**config.mk**
```make
export PLATFORM = sky130hd
export DESIGN_NAME = time_op_controller
export DESIGN_NICKNAME = d
export VERILOG_FILES = /design/src/rtl/time_op_controller.sv
export SDC_FILE = /design/constraint.sdc
export NUM_CORES = 1
export LEC_CHECK = 0
export BUFFER_PORTS_ARGS = -buffer_cell sky130_fd_sc_hd__buf_2
export CAP_MARGIN = 20
export CORE_UTILIZATION = 25
export DETAILED_ROUTE_END_ITERATION = 8
export GPL_ROUTABILITY_DRIVEN = 0
export PLACE_DENSITY = 0.4
export SLEW_MARGIN = 25
export SYNTH_ARGS = -nofsm -noshare
export SYNTH_HDL_FRONTEND = slang
export SYNTH_SLANG_ARGS = --single-unit
```
**constraint.sdc**
```tcl
create_clock -name clk -period 11.7 [get_ports clk]
set_input_delay 1.755 -clock clk [delete_from_list [all_inputs] [get_ports clk]]
set_output_delay 1.755 -clock clk [all_outputs]
set_load 0.02 [all_outputs]
```
**src/rtl/time_op_controller.sv**
```systemverilog
// Minute/second time registers with 1 Hz prescaler.
// Applies each encoder command once and acknowledges it with encoder_reset.
module time_op_controller #(
  parameter int CLK_HZ = 50_000_000
) (
  input  logic       clk,
  input  logic       rst_n,
  input  logic [1:0] operate,
  output logic       encoder_reset,
  output logic [5:0] sec,
  output logic [5:0] min,
  output logic       sec_tick
);

  localparam int PW = $clog2(CLK_HZ);
  localparam logic [PW-1:0] PRE_MAX = PW'(CLK_HZ - 1);

  typedef enum logic [1:0] {
    IDLE,
    APPLY,
    ACK
  } state_t;

  state_t state, state_n;
  logic [1:0] op_r, op_n;
  logic [PW-1:0] pre, pre_n;
  logic [5:0] sec_n, min_n, min_add;
  logic [6:0] msum;
  logic tick, carry, tick_n, er_n;

  always_ff @(posedge clk or negedge rst_n) begin
    if (!rst_n) begin
      state         <= IDLE;
      op_r          <= 2'b00;
      pre           <= '0;
      sec           <= 6'd0;
      min           <= 6'd0;
      sec_tick      <= 1'b0;
      encoder_reset <= 1'b0;
    end else begin
      state         <= state_n;
      op_r          <= op_n;
      pre           <= pre_n;
      sec           <= sec_n;
      min           <= min_n;
      sec_tick      <= tick_n;
      encoder_reset <= er_n;
    end
  end

  always_comb begin
    tick    = (pre == PRE_MAX);
    carry   = tick && (sec == 6'd59);
    pre_n   = tick ? '0 : pre + PW'(1);
    sec_n   = tick ? (carry ? 6'd0 : sec + 6'd1) : sec;
    min_n   = carry ? ((min == 6'd59) ? 6'd0 : min + 6'd1) : min;
    // Minute add folds in a coincident seconds carry
    msum    = {1'b0, min} + 7'd1 + {6'd0, carry};
    min_add = (msum >= 7'd60) ? 6'(msum - 7'd60) : msum[5:0];
    tick_n  = tick;
    state_n = state;
    op_n    = op_r;
    er_n    = encoder_reset;
    unique case (state)
      IDLE: begin
        if (operate != 2'b00) begin
          op_n    = operate;
          state_n = APPLY;
        end
      end
      APPLY: begin
        state_n = ACK;
        er_n    = 1'b1;
        unique case (op_r)
          2'b10: min_n = min_add;
          2'b01: begin
            sec_n  = 6'd0;
            pre_n  = '0;
            min_n  = min;
            tick_n = 1'b0;
          end
          2'b11: begin
            sec_n  = 6'd0;
            min_n  = 6'd0;
            pre_n  = '0;
            tick_n = 1'b0;
          end
          default: ;
        endcase
      end
      ACK: begin
        if (operate == 2'b00) begin
          er_n    = 1'b0;
          state_n = IDLE;
        end
      end
      default: state_n = IDLE;
    endcase
  end

endmodule

```
# Word level (Yosys, flattened, before mapping)
# Cells that the tools add are included.
[op_classes] multipliers=0 eq_ne=11 n_reduce_logical=9 n_addsub=6 shift=0 n_div=0 n_bitwise=0 magnitude_cmp=1 n_mux=19
[ops] operator="two-way mux 26 bit" n=3
[ops] operator="two-way mux 6 bit" n=8
[ops] operator="adder 26 x 1 -> 26 bit (second input constant)" n=1
[ops] operator="== test 26 bit (second input constant)" n=1
[ops] operator="one-hot mux 6 bit (3 select lines)" n=1
[ops] operator="adder 6 x 1 -> 6 bit (second input constant)" n=2
[ops] operator="== test 6 bit (second input constant)" n=2
[ops] operator="adder 6 x 1 -> 7 bit (second input constant)" n=1
[ops] operator="adder 7 x 1 -> 7 bit" n=1
[ops] operator="greater-or-equal comparator 7 x 6 -> 1 bit (second input constant)" n=1
[ops] operator="== test 2 bit (second input constant)" n=3
[ops] operator="!= test 2 bit (second input constant)" n=3
[ops] operator="one-hot mux 2 bit (3 select lines)" n=1
[ops] operator="AND reduction 2 bit" n=3
[ops] operator="subtractor 6 bit (second input constant)" n=1
[ops] operator="== test 2 x 1 -> 1 bit (second input constant)" n=2
[ops] operator="logical NOT 2 bit" n=2
[ops] operator="two-way mux 2 bit" n=2
[ops] operator="nonzero test 2 bit" n=2
[ops] operator="two-way mux 1 bit" n=3
[ops] operator="one-hot mux 1 bit (2 select lines)" n=1
[ops] operator="OR reduction 2 bit" n=1
[ops] operator="logical AND 1 bit" n=1
[totals] latchBits=0 ff_bits=44 memories=0 elab_cells=53 mem_bits_rw=0 in_bits=4 output_inout_bits=14 rom_bits=0

# Depth between registers and ports, before layout
# Gate-level depths: netlist of the first run.
[depth] word_depth=7 depth_mapped=15 mapped_depth_nobuf=15

# Least setup slack after synthesis of the first run
# Ideal clock, no wire load.
[synth_timing] kind="flip-flop to flip-flop" start="register pre[14]" end="register min[3]" arrival_ns=3.618 setup_ns=0.126 t_required_ns=11.574 slack_ns=7.956 stages_incl_launch_ff=15 synth_period_minus_slack_ns=3.744 path_buffers=0 cell_sequence="dfrtp_1 and2_4 or4b_4 nor3_1 nand4_1 ha_1 nand3b_1 xnor2_1 ha_1 and3b_1 a41oi_1 nor2_1 o221ai_1 mux2_2 a221o_1"
[synth_via] elab_chain_len=7 word_cells_on_any_way=9 classes_between="add/sub (2); order compare (1); eq/ne (1); mux (4); reduce/logical (1)"
[synth_rtl] item="from (decl)" line="26" text="logic [PW-1:0] pre, pre_n;"
[synth_rtl] item="from (signal assigned)" line="43" text="pre <= pre_n;"
[synth_rtl] item="== test 26 bit (*)" line="52" text="tick = (pre == PRE_MAX);"
[synth_rtl] item="logical AND 1 bit (*)" line="53" text="carry = tick && (sec == 6'd59);"
[synth_rtl] item="adder 7 x 1 -> 7 bit" line="58" text="msum = {1'b0, min} + 7'd1 + {6'd0, carry};"
[synth_rtl] item="subtractor 6 bit / greater-or-equal comparator 7 x 6 -> 1 bit (equally long branches)" line="59" text="min_add = (msum >= 7'd60) ? 6'(msum - 7'd60) : msum[5:0];"
[synth_rtl] item="two-way mux 6 bit" line="59"
[synth_rtl] item="one-hot mux 6 bit (3 select lines)" line="74" text="unique case (op_r)"
[synth_rtl] item="two-way mux 6 bit (*)" line="64" text="unique case (state)"
[synth_rtl] item="to (signal assigned)" line="45" text="min <= min_n;"
[synth_rtl] item="to (decl)" line="11" text="output logic [5:0] min,"
# Every way passes the cells marked *; elsewhere a longest branch is shown, timed or not.
# A chain may end at the register's enable or synchronous reset.

# Worst setup path after layout of the first run
# Ends and elaborated chain as after synthesis.

==> run_results.csv, run 1 <==
group,metric,value,unit
synthesis,synth_area_leader_cell,"dfrtp_1",
drt,via_per_inst,4.69,
timing,rsz0062_at_grt,"false",
critical_path,cp.required,11880,ps
drt,detail_route.iter0.violations,51,
layout,fin_nets,297,
clock_tree,htreeDepth,2,
synthesis,synth_area,2530,um^2
timing,max_freq,239,MHz
critical_path,cp-endpoint,"min[3]$_DFFE_PN0P_",
critical_path,crit_arrival,4370,ps
drt,detail-route-antenna-nets,0,
critical_path,cp_max_fo,5,
timing,setup_tns,0,ps
clock_tree,numCtsBuffers,5,
critical_path,crit_type,"reg -> reg",
critical_path,critPathSlowestCell,"or4b_4",
critical_path,r2r_cells,15,
global_route,grt_start_max_net_pins,45,
critical_path,r2r_slack,7510,ps
power,p_leak,1.30,nW
clock_tree,cts_buffer_depth,2,
hold_path,worstHoldPathType,"reg -> reg",
critical_path,path_cells,"and2_4 -> or4b_4 -> nor3_1 -> nand4_1 -> ha_1 -> inv_1 -> ha_1 -> xor2_1 -> ha_1 -> and3b_1 -> a41oi_1 -> nor2_1 -> o221ai_1 -> mux2_2 -> a221o_1",
clock_tree,clk_latency,290,ps
synthesis,synth_common_cells,"dfrtp_1 (44), nor2_1 (44), nand2_1 (29)",
synthesis,yosysWarnings,0,
clock_tree,post-cts-setup-buffer-count,0,
placed_design,port_buffers,17,
outcome,outcome,"finished clean",
synthesis,synth_top_area_share,0.435,
power,peakVddDrop,0.0430,mV
critical_path,max_stage_delay,480,ps
synthesis,syn_nets,280,
critical_path,worstSetupEndpointType,"flip-flop",
floorplan,rows,36,
global_route,antenna_found_initial,0,
critical_path,r2r_start,"pre[14]$_DFF_PN0_",
placed_design,place_inst,413,
critical_path,r2r-end,"min[3]$_DFFE_PN0P_",
synthesis,synthCells,270,
timing,hold_viol,0,
timing,relSlewSlack,0.408,
clock_tree,clkTransAtPathRegs,80,ps
layout,final_cells,421,
drt,drcViolationCount,0,
drt,dr.pass1.iters,4,
synthesis,ys.flop_type,"dfrtp_1",
drt,vias,1973,
synthesis,syn_avg_cell_area,9.38,um^2
synthesis,synth-async-reset-ratio,1.00,
critical_path,cp-startpoint,"pre[14]$_DFF_PN0_",
clock_tree,cts_tree,"done",
floorplan,dieWidth,103,um
floorplan,fp.dieArea,10500,um^2
placed_design,place_area,2760,um^2
layout,area_growth,12.3,%
run,max_cap_viol_count,0,
layout,drive_gt1_frac,0.111,
global_route,grt_pass1_vias,1904,
floorplan,initial_core_util,0.258,
placed_design,dpl.hpwl,4040,um
hold_path,hold_depth,1,
global_route,grt_pass1_wl,9570,um
timing,slew_violations,0,
synthesis,synth_edf_count,0,
floorplan,io_pins,18,
floorplan,core,9820,um^2
synthesis,ys_types,52,
global_route,overflow,0,
timing,finalCritPeriodShare,0.358,
power,p_total,0.427,mW
drt,wire_per_inst,13.6,um
synthesis,ys_ff_latch,44,
critical_path,path_delay_family,"simple AND/OR/NAND/NOR gates",
critical_path,setup.worst_path.start_class,"flip-flop",
layout,final_area,2850,um^2
clock_tree,clock-sinks,44,
clock_tree,holdBufCountCts,0,
floorplan,die_h,103,um
critical_path,path_buf_inv,1,
timing,finalSetupViolCount,0,
critical_path,cpMostUsedCell,"ha_1",
drt,drt-total-wl,5720,um
synthesis,synthTopCellsByArea,"dfrtp_1 (43%), xor2_1 (8.3%), nor2_1 (6.5%), nand2_1 (4.3%), xnor2_1 (3.5%)",
timing,hold_ws,528,ps
critical_path,crit_cells,15,
power,p_per_area,150,nW/um^2
clock_tree,cts-resized-gates,0,
timing,worst_pin_slew,886,ps
global_route,track_usage,0.116,
timing,worst_clock_skew,6.57,ps
timing,min_period,4190,ps
clock_tree,cts_root_buffer,"clkbuf_8",
layout,antenna_cells,0,
synthesis,ys_seq_area_frac,0.435,
-- worst min-delay path by stage --
stage	from	end	slack (ps)
6_report	pre[0]$_DFF_PN0_	pre[0]$_DFF_PN0_	530
5_1_grt	pre[5]$_DFF_PN0_	pre[5]$_DFF_PN0_	560
4_1_cts	pre[0]$_DFF_PN0_	pre[0]$_DFF_PN0_	520
3_5_place_dp	pre[0]$_DFF_PN0_	pre[0]$_DFF_PN0_	510
3_3_place_gp	pre[0]$_DFF_PN0_	pre[0]$_DFF_PN0_	520
2_1_floorplan	pre[0]$_DFF_PN0_	pre[0]$_DFF_PN0_	480
-- cells by family after synthesis --
family	count (synthesis)	share of synthesized area
AND/OR/NAND/NOR	143	0.299
flip-flops	44	0.435
XOR/XNOR	34	0.118
AO/OA/AOI/OAI	23	0.0687
buffers and inverters	13	0.0212
multiplexers	7	0.0296
adder cells (fa/ha/maj)	6	0.0296
-- worst register-to-register path, cell delays in order, from the launching register on --
cell and delay (ps):
dfrtp_1 410, and2_4 190, or4b_4 480, nor3_1 290, nand4_1 290, ha_1 300
inv_1 60, ha_1 240, xor2_1 130, ha_1 240, and3b_1 200, a41oi_1 210
nor2_1 60, o221ai_1 320, mux2_2 380, a221o_1 280
-- sequential cells by signal, indices dropped and copies added, names as in the netlist --
| signal | cells |
|---|---|
| state | 2 |
| sec | 6 |
| encoder_reset | 1 |
| sec_tick | 1 |
| op_r | 2 |
| min | 6 |
| pre | 26 |
-- layer usage --
layer,wire (um),up-vias,global-route usage
li1,-,983,-
met1,3080,967,0.172
met2,2470,21,0.174
met3,147,2,0.0264
met4,26,0,0.0198
met5,0,-,0
-- layout make-up --
class / count / area, um^2
clock buffer: 8 / 90.1
fill: 1101 / 6970
inverter: 6 / 22.5
multi-input combinational: 213 / 1380
sequential: 44 / 1100
tap: 133 / 166
timing repair buffer: 17 / 87.6
-- power by group --
part | total [mW] | internal, mW | switching (mW) | leakage, nW
logic | 0.116 | 0.0476 | 0.0680 | 0.662
clock network | 0.0997 | 0.0483 | 0.0514 | 0.0455
registers | 0.212 | 0.175 | 0.0363 | 0.595
-- layout by cell type (no fill, tap or decap), drive strengths merged, types with 2 or more instances in the layout --
| cell type | count |
|---|---|
| nand4 | 9 |
| a21oi | 6 |
| nor2 | 44 |
| o41ai | 2 |
| a211o | 2 |
| mux2 | 4 |
| nor4b | 2 |
| nor3b | 2 |
| nand3 | 15 |
| or4b | 2 |
| nand3b | 2 |
| and2 | 4 |
| and3 | 9 |
| and4 | 2 |
| nor3 | 6 |
| xor2 | 24 |
| nor2b | 2 |
| ha | 6 |
| inv | 6 |
| buf | 17 |
| nand2 | 29 |
| mux2i | 3 |
| xnor2 | 10 |
| dfrtp | 44 |
| nand4b | 3 |
| or4 | 2 |
| clkbuf | 8 |
| nor4 | 5 |
-- metrics by stage --
stage / util / setup slack [ps]
floorplan: - / 7960
global placement: 0.280 / 7640
detailed placement: 0.281 / 7530
CTS: 0.290 / 7510
global route: 0.290 / 7250
finish: 0.290 / 7510
Power figures use the tool's default switching activity.
==> run 2: changes to the inputs <==
Settings changed: ABC_AREA set to 1, PLACE_DENSITY 0.4 to 0.41.
Clock period 11.7 ns to 3.8 ns, I/O delays scaled along.
==> run 2 against run 1 <==
Utilization rose by 0.43 points. Final cell count rose by 29%. Fmax rose by 32%. Synthesized cell count rose by 42%. Register-to-register slack got worse by 6900 ps. Via count rose by 22%. Die area rose by 12%. Sequential share of layout area fell by 4.6 points. Combinational power rose to 4.7 times the previous value. Critical path depth rose by 10. Sequential power rose to 3.2 times the previous value. Critical path type unchanged. Highest routed layer unchanged.
==> run_results.csv, run 2 <==
group,metric,value,unit
critical_path,cpMostUsedCell,"nand2_1",
timing,hold_viol,0,
power,p_per_area,513,nW/um^2
layout,regArea,1100,um^2
clock_tree,cts-resized-gates,0,
clock_tree,cts_buffer_depth,2,
layout,final_cells,545,
timing,worst_clock_skew,5.32,ps
clock_tree,post-cts-setup-buffer-count,0,
synthesis,syn_nets,394,
timing,slew_violations,0,
synthesis,synth-async-reset-ratio,1.00,
drt,via_per_inst,4.42,
critical_path,r2r_cells,25,
outcome,outcome,"finished clean",
floorplan,initial_core_util,0.259,
synthesis,synth.most_common_cell,"nand2_1",
synthesis,synthCells,384,
global_route,antenna_found_initial,0,
timing,setup_tns,0,ps
timing,finalSetupViolCount,0,
placed_design,post-place-ws,646,ps
synthesis,yosysWarnings,0,
drt,detail_route.iter0.violations,105,
synthesis,muxShareOfSynthArea,0,
timing,finalCritPeriodShare,0.836,
synthesis,synth_common_cells,"nand2_1 (85), inv_1 (53), nor2_1 (52)",
layout,final_cell_mix,"nand2_1 (85), inv_1 (53), nor2_1 (52), dfrtp_1 (44), nand3_1 (27)",
run,max_cap_viol_count,0,
floorplan,io_pins,18,
synthesis,yosys.area_share.adder,0.0264,
synthesis,ys.flop_type,"dfrtp_1",
synthesis,synth-xor-area-share,0.0277,
clock_tree,holdBufCountCts,0,
synthesis,synth_edf_count,0,
layout,drive_gt1_frac,0.153,
drt,vias,2409,
synthesis,synth_top_area_share,0.387,
synthesis,synthTopCellsByArea,"dfrtp_1 (39%), nand2_1 (11%), inv_1 (7.0%), nor2_1 (6.9%), nand3_1 (4.7%)",
placed_design,port_buffers,17,
clock_tree,clock-sinks,44,
global_route,grt_pass1_wl,11500,um
timing,worst_pin_slew,469,ps
synthesis,synth_area_leader_cell,"dfrtp_1",
global_route,grt_pass1_vias,2263,
synthesis,ys_types,41,
global_route,overflow,0,
global_route,grt_start_max_net_pins,29,
drt,wire_per_inst,12.4,um
clock_tree,clk_latency,290,ps
critical_path,worstSetupEndpointType,"flip-flop",
placed_design,place_inst,537,
synthesis,synth_area,2850,um^2
drt,drt-total-wl,6770,um
floorplan,fp.dieArea,11800,um^2
global_route,track_usage,0.126,
clock_tree,numCtsBuffers,5,
critical_path,cp-startpoint,"pre[0]$_DFF_PN0_",
timing,setup_ws,622,ps
clock_tree,clkTransAtPathRegs,60,ps
power,p_leak,1.55,nW
critical_path,cp_max_fo,6,
synthesis,synth_top_family_by_area,"simple AND/OR/NAND/NOR gates",
critical_path,critPathSlowestCell,"dfrtp_1",
clock_tree,cts_root_buffer,"clkbuf_16",
hold_path,worstHoldPathType,"in -> async",
clock_tree,cts_tree,"done",
floorplan,rows,38,
critical_path,r2r-end,"min[3]$_DFFE_PN0P_",
layout,largest_reg_flops,26,
critical_path,r2r_start,"pre[0]$_DFF_PN0_",
layout,fin_nets,414,
critical_path,setup.worst_path.start_class,"flip-flop",
drt,detail-route-antenna-nets,0,
timing,max_freq,315,MHz
layout,multiInputGateArea,1510,um^2
power,peakVddDrop,0.188,mV
synthesis,synth_compound_area_frac,0.0941,
layout,area_growth,13.5,%
layout,top_register,"pre",
critical_path,max_stage_delay,360,ps
critical_path,r2r_slack,620,ps
floorplan,die_h,109,um
layout,fillers,1215,
floorplan,core,11000,um^2
placed_design,dpl.hpwl,5080,um
timing,rsz0062_at_grt,"false",
drt,drcViolationCount,0,
timing,relSlewSlack,0.685,
synthesis,ys_seq_area_frac,0.387,
synthesis,synth_simple_gate_area_frac,0.382,
layout,antenna_cells,0,
critical_path,crit_type,"reg -> reg",
drt,dr.pass1.iters,5,
synthesis,syn_avg_cell_area,7.41,um^2
layout,reg_top3,"pre (26), min (6), sec (6)",
synthesis,ys_ff_latch,44,
floorplan,dieWidth,109,um
timing,min_period,3180,ps
critical_path,crit_arrival,3360,ps
layout,final_common_cell,"nand2_1",
critical_path,cp.required,3980,ps
clock_tree,htreeDepth,2,
run 2: power breakdown:
group,switching [mW],internal [mW],leakage [nW]
Clock,0.193,0.243,0.0736
Combinational,0.366,0.180,0.889
Sequential,0.119,0.557,0.587
Total,0.677,0.980,1.55
run 2: critical path: cells and delay by family (launching register included):
family	cells	cell delay (ps)
adders and majority gates	4	850
buffers and inverters	4	330
DFF	1	360
and+or+nand+nor	17	1520
run 2: metal layers:
layer / routed length, um / vias up / part of all wire / global-route usage
met1: 3570 / 1109 / 0.53 / 0.180
met5: 0 / - / 0 / 0
li1: - / 1267 / - / -
met2: 2930 / 26 / 0.43 / 0.189
met4: 90 / 0 / 0.013 / 0.0434
met3: 186 / 7 / 0.027 / 0.0209
run 2: worst max path at each step:
stage	to	slack (ps)	cells after the start
6_report	min[3]$_DFFE_PN0P_	620	25
5_1_grt	min[3]$_DFFE_PN0P_	170	25
4_1_cts	min[3]$_DFFE_PN0P_	620	25
3_5_place_dp	min[3]$_DFFE_PN0P_	650	25
3_3_place_gp	min[3]$_DFFE_PN0P_	700	25
2_1_floorplan	min[4]$_DFFE_PN0P_	990	25
run 2: cells by family (layout without fill, tap and decap cells):
family,count (synthesis),after routing
compound gates,48,48
fa+ha+maj,6,6
buf+inv,61,82
xor+xnor,9,9
simple gates,216,216
flops,44,44
run 2: layout make-up:
| type | instances | area share |
|---|---|---|
| well taps | 140 | 0.0542 |
| clock inverters | 3 | 0.00581 |
| flip-flops and latches | 44 | 0.341 |
| inverters | 56 | 0.0651 |
| repair buffers | 18 | 0.0287 |
| clock buffers | 5 | 0.0387 |
| multi-input cells | 279 | 0.467 |
run 2: per-stage QoR:
step	hold slack [ps]	area [um^2]	util	total power, mW
after CTS	223	3230	0.294	1.68
after floorplan	274	2850	-	1.07
final	208	3230	0.294	1.66
after detailed placement	455	3090	0.281	1.23
after global placement	440	3090	0.281	1.24
after global routing	235	3230	0.294	1.78
==> run 3: changes to the inputs <==
Clock period 3.8 ns to 2.6 ns, I/O delays scaled along.
==> run 3 against run 2 <==
The run now ends with setup timing left. Clock power up 46%. Worst hold slack worse by 180 ps. Total power up 64%. Sequential share of layout area down 4.6 points. Global-route usage up 0.79 points. Final cell count up 10%. Register-to-register slack worse by 720 ps. Critical path depth unchanged. Sequential power up 44%. Clock skew up 2.5 ps. Via count up 9.8%. Combinational power up 100%.
==> run_results.csv, run 3 (same netlist as run 2, synthesis figures left out) <==
group,metric,value,unit
global_route,grt_pass1_vias,2599,
timing,hold_viol,0,
hold_path,worstHoldPathType,"in -> async",
critical_path,crit_arrival,2910,ps
global_route,grt_pass1_wl,12300,um
floorplan,core,11000,um^2
drt,drcViolationCount,0,
drt,detail-route-antenna-nets,0,
clock_tree,cts_root_buffer,"clkbuf_16",
drt,vias,2645,
drt,wire_per_inst,12.0,um
critical_path,path_delay_family,"simple AND/OR/NAND/NOR gates",
clock_tree,holdBufCountCts,0,
floorplan,io_pins,18,
floorplan,initial_core_util,0.259,
critical_path,cp_max_fo,3,
critical_path,cp.required,2820,ps
critical_path,setup.worst_path.start_class,"flip-flop",
layout,fin_nets,469,
clock_tree,cts_tree,"done",
power,peakVddDrop,0.269,mV
timing,min_period,2700,ps
timing,rsz0062_at_grt,"true",
layout,final_cell_mix,"nand2_1 (80), buf_4 (55), nor2_1 (49), inv_1 (49), dfrtp_1 (44)",
critical_path,critPathSlowestCell,"dfrtp_1",
power,p_leak,1.82,nW
layout,multiInputGateArea,1590,um^2
clock_tree,clock-sinks,44,
timing,relSlewSlack,0.713,
drt,dr.pass1.iters,4,
timing,worst_clock_skew,7.86,ps
drt,drt-total-wl,7220,um
floorplan,dieWidth,109,um
power,p_per_area,728,nW/um^2
layout,final_common_cell,"nand2_1",
timing,finalSetupViolCount,3,
floorplan,rows,38,
layout,antenna_cells,0,
critical_path,path_buf_inv,4,
timing,setup_ws,-96.7,ps
layout,drive_gt1_frac,0.291,
clock_tree,cts_buffer_depth,2,
layout,regArea,1100,um^2
drt,via_per_inst,4.41,
global_route,grt_start_max_net_pins,30,
critical_path,max_stage_delay,390,ps
floorplan,die_h,109,um
floorplan,fp.dieArea,11800,um^2
critical_path,worstSetupEndpointType,"flip-flop",
global_route,overflow,0,
placed_design,dpl.hpwl,5590,um
timing,slew_violations,0,
clock_tree,htreeDepth,2,
clock_tree,clkTransAtPathRegs,60,ps
clock_tree,clk_latency,280,ps
layout,largest_reg_flops,26,
layout,top_register,"pre",
run,max_cap_viol_count,0,
placed_design,port_buffers,17,
timing,finalCritPeriodShare,1.04,
layout,area_growth,31.2,%
outcome,outcome,"finished with violations",
timing,max_freq,371,MHz
layout,fillers,1189,
outcome,violations,"setup timing",
timing,worst_pin_slew,427,ps
drt,detail_route.iter0.violations,84,
layout,final_util,0.340,
clock_tree,numCtsBuffers,5,
global_route,track_usage,0.134,
global_route,antenna_found_initial,0,
critical_path,cpMostUsedCell,"nand2_1",
power,p_total,2.72,mW
layout,reg_top3,"pre (26), min (6), sec (6)",
critical_path,crit_type,"reg -> reg",
run 3: cell types whose count changed in the layout (fill, tap and decap cells not counted), sizes merged:
cell    before  now
buf         18   73
clkbuf       5    8
clkinv       5    2
run 3: path summary, 6_finish.rpt:
kind | start | end | slack [ps] | cells past startpoint
max in group asynchronous | rst_n | pre[13]$_DFF_PN0_ | 1820 | 2
worst max-delay path | pre[9]$_DFF_PN0_ | min[3]$_DFFE_PN0P_ | -100 | 25
worst min register to register | encoder_reset$_DFFE_PN0P_ | encoder_reset$_DFFE_PN0P_ | 500 | 2
worst max register to register | pre[9]$_DFF_PN0_ | min[3]$_DFFE_PN0P_ | -100 | 25
worst min-delay path | rst_n | pre[4]$_DFF_PN0_ | 30 | 1
min in group clk | operate[0] | op_r[0]$_DFFE_PN0P_ | 340 | 3
run 3: metal layers:
metal / vias to the layer above / GRT usage / wire length (um) / share of wire
met5: - / 0 / 0 / 0
met4: 0 / 0.0290 / 55 / 0.0076
met3: 5 / 0.0245 / 190 / 0.026
met2: 25 / 0.218 / 3300 / 0.46
met1: 1232 / 0.183 / 3670 / 0.51
li1: 1383 / - / - / -
run 3: layout make-up:
| cell class | count | share of cell area |
|---|---|---|
| repair buffers | 73 | 0.136 |
| inverters | 56 | 0.0563 |
| flip-flops and latches | 44 | 0.295 |
| multi-input cells | 279 | 0.426 |
| well taps | 140 | 0.0469 |
| clock buffers | 8 | 0.0392 |
run 3: per-stage QoR:
| stage | instances | setup TNS [ps] | instance area [um^2] | worst slack, ps | hold WS, ps |
|---|---|---|---|---|---|
| 6_report | 600 | -215 | 3730 | -96.7 | 28.2 |
| 5_1_grt | 600 | -1160 | 3730 | -400 | 59.8 |
| 4_1_cts | 599 | -558 | 3710 | -225 | 43.3 |
| 3_5_place_dp | 584 | -601 | 3480 | -238 | 347 |
| 3_3_place_gp | 584 | -398 | 3480 | -163 | 344 |
| 2_1_floorplan | 384 | 0 | 2890 | 10.3 | 94.4 |
run 3: timing repair:
item / CTS / global route
pin swaps: 16 / 12
gates resized for setup: 9 / 4
buffers inserted: 7 / 1
endpoints found under the setup margin: 3 / 4
run 3: report_power, final:
| group | internal, mW | total [mW] | switching, mW | leakage (nW) |
|---|---|---|---|---|
| clock | 0.384 | 0.638 | 0.255 | 0.0712 |
| sequential | 0.814 | 0.972 | 0.158 | 0.587 |
| combinational | 0.460 | 1.11 | 0.649 | 1.16 |
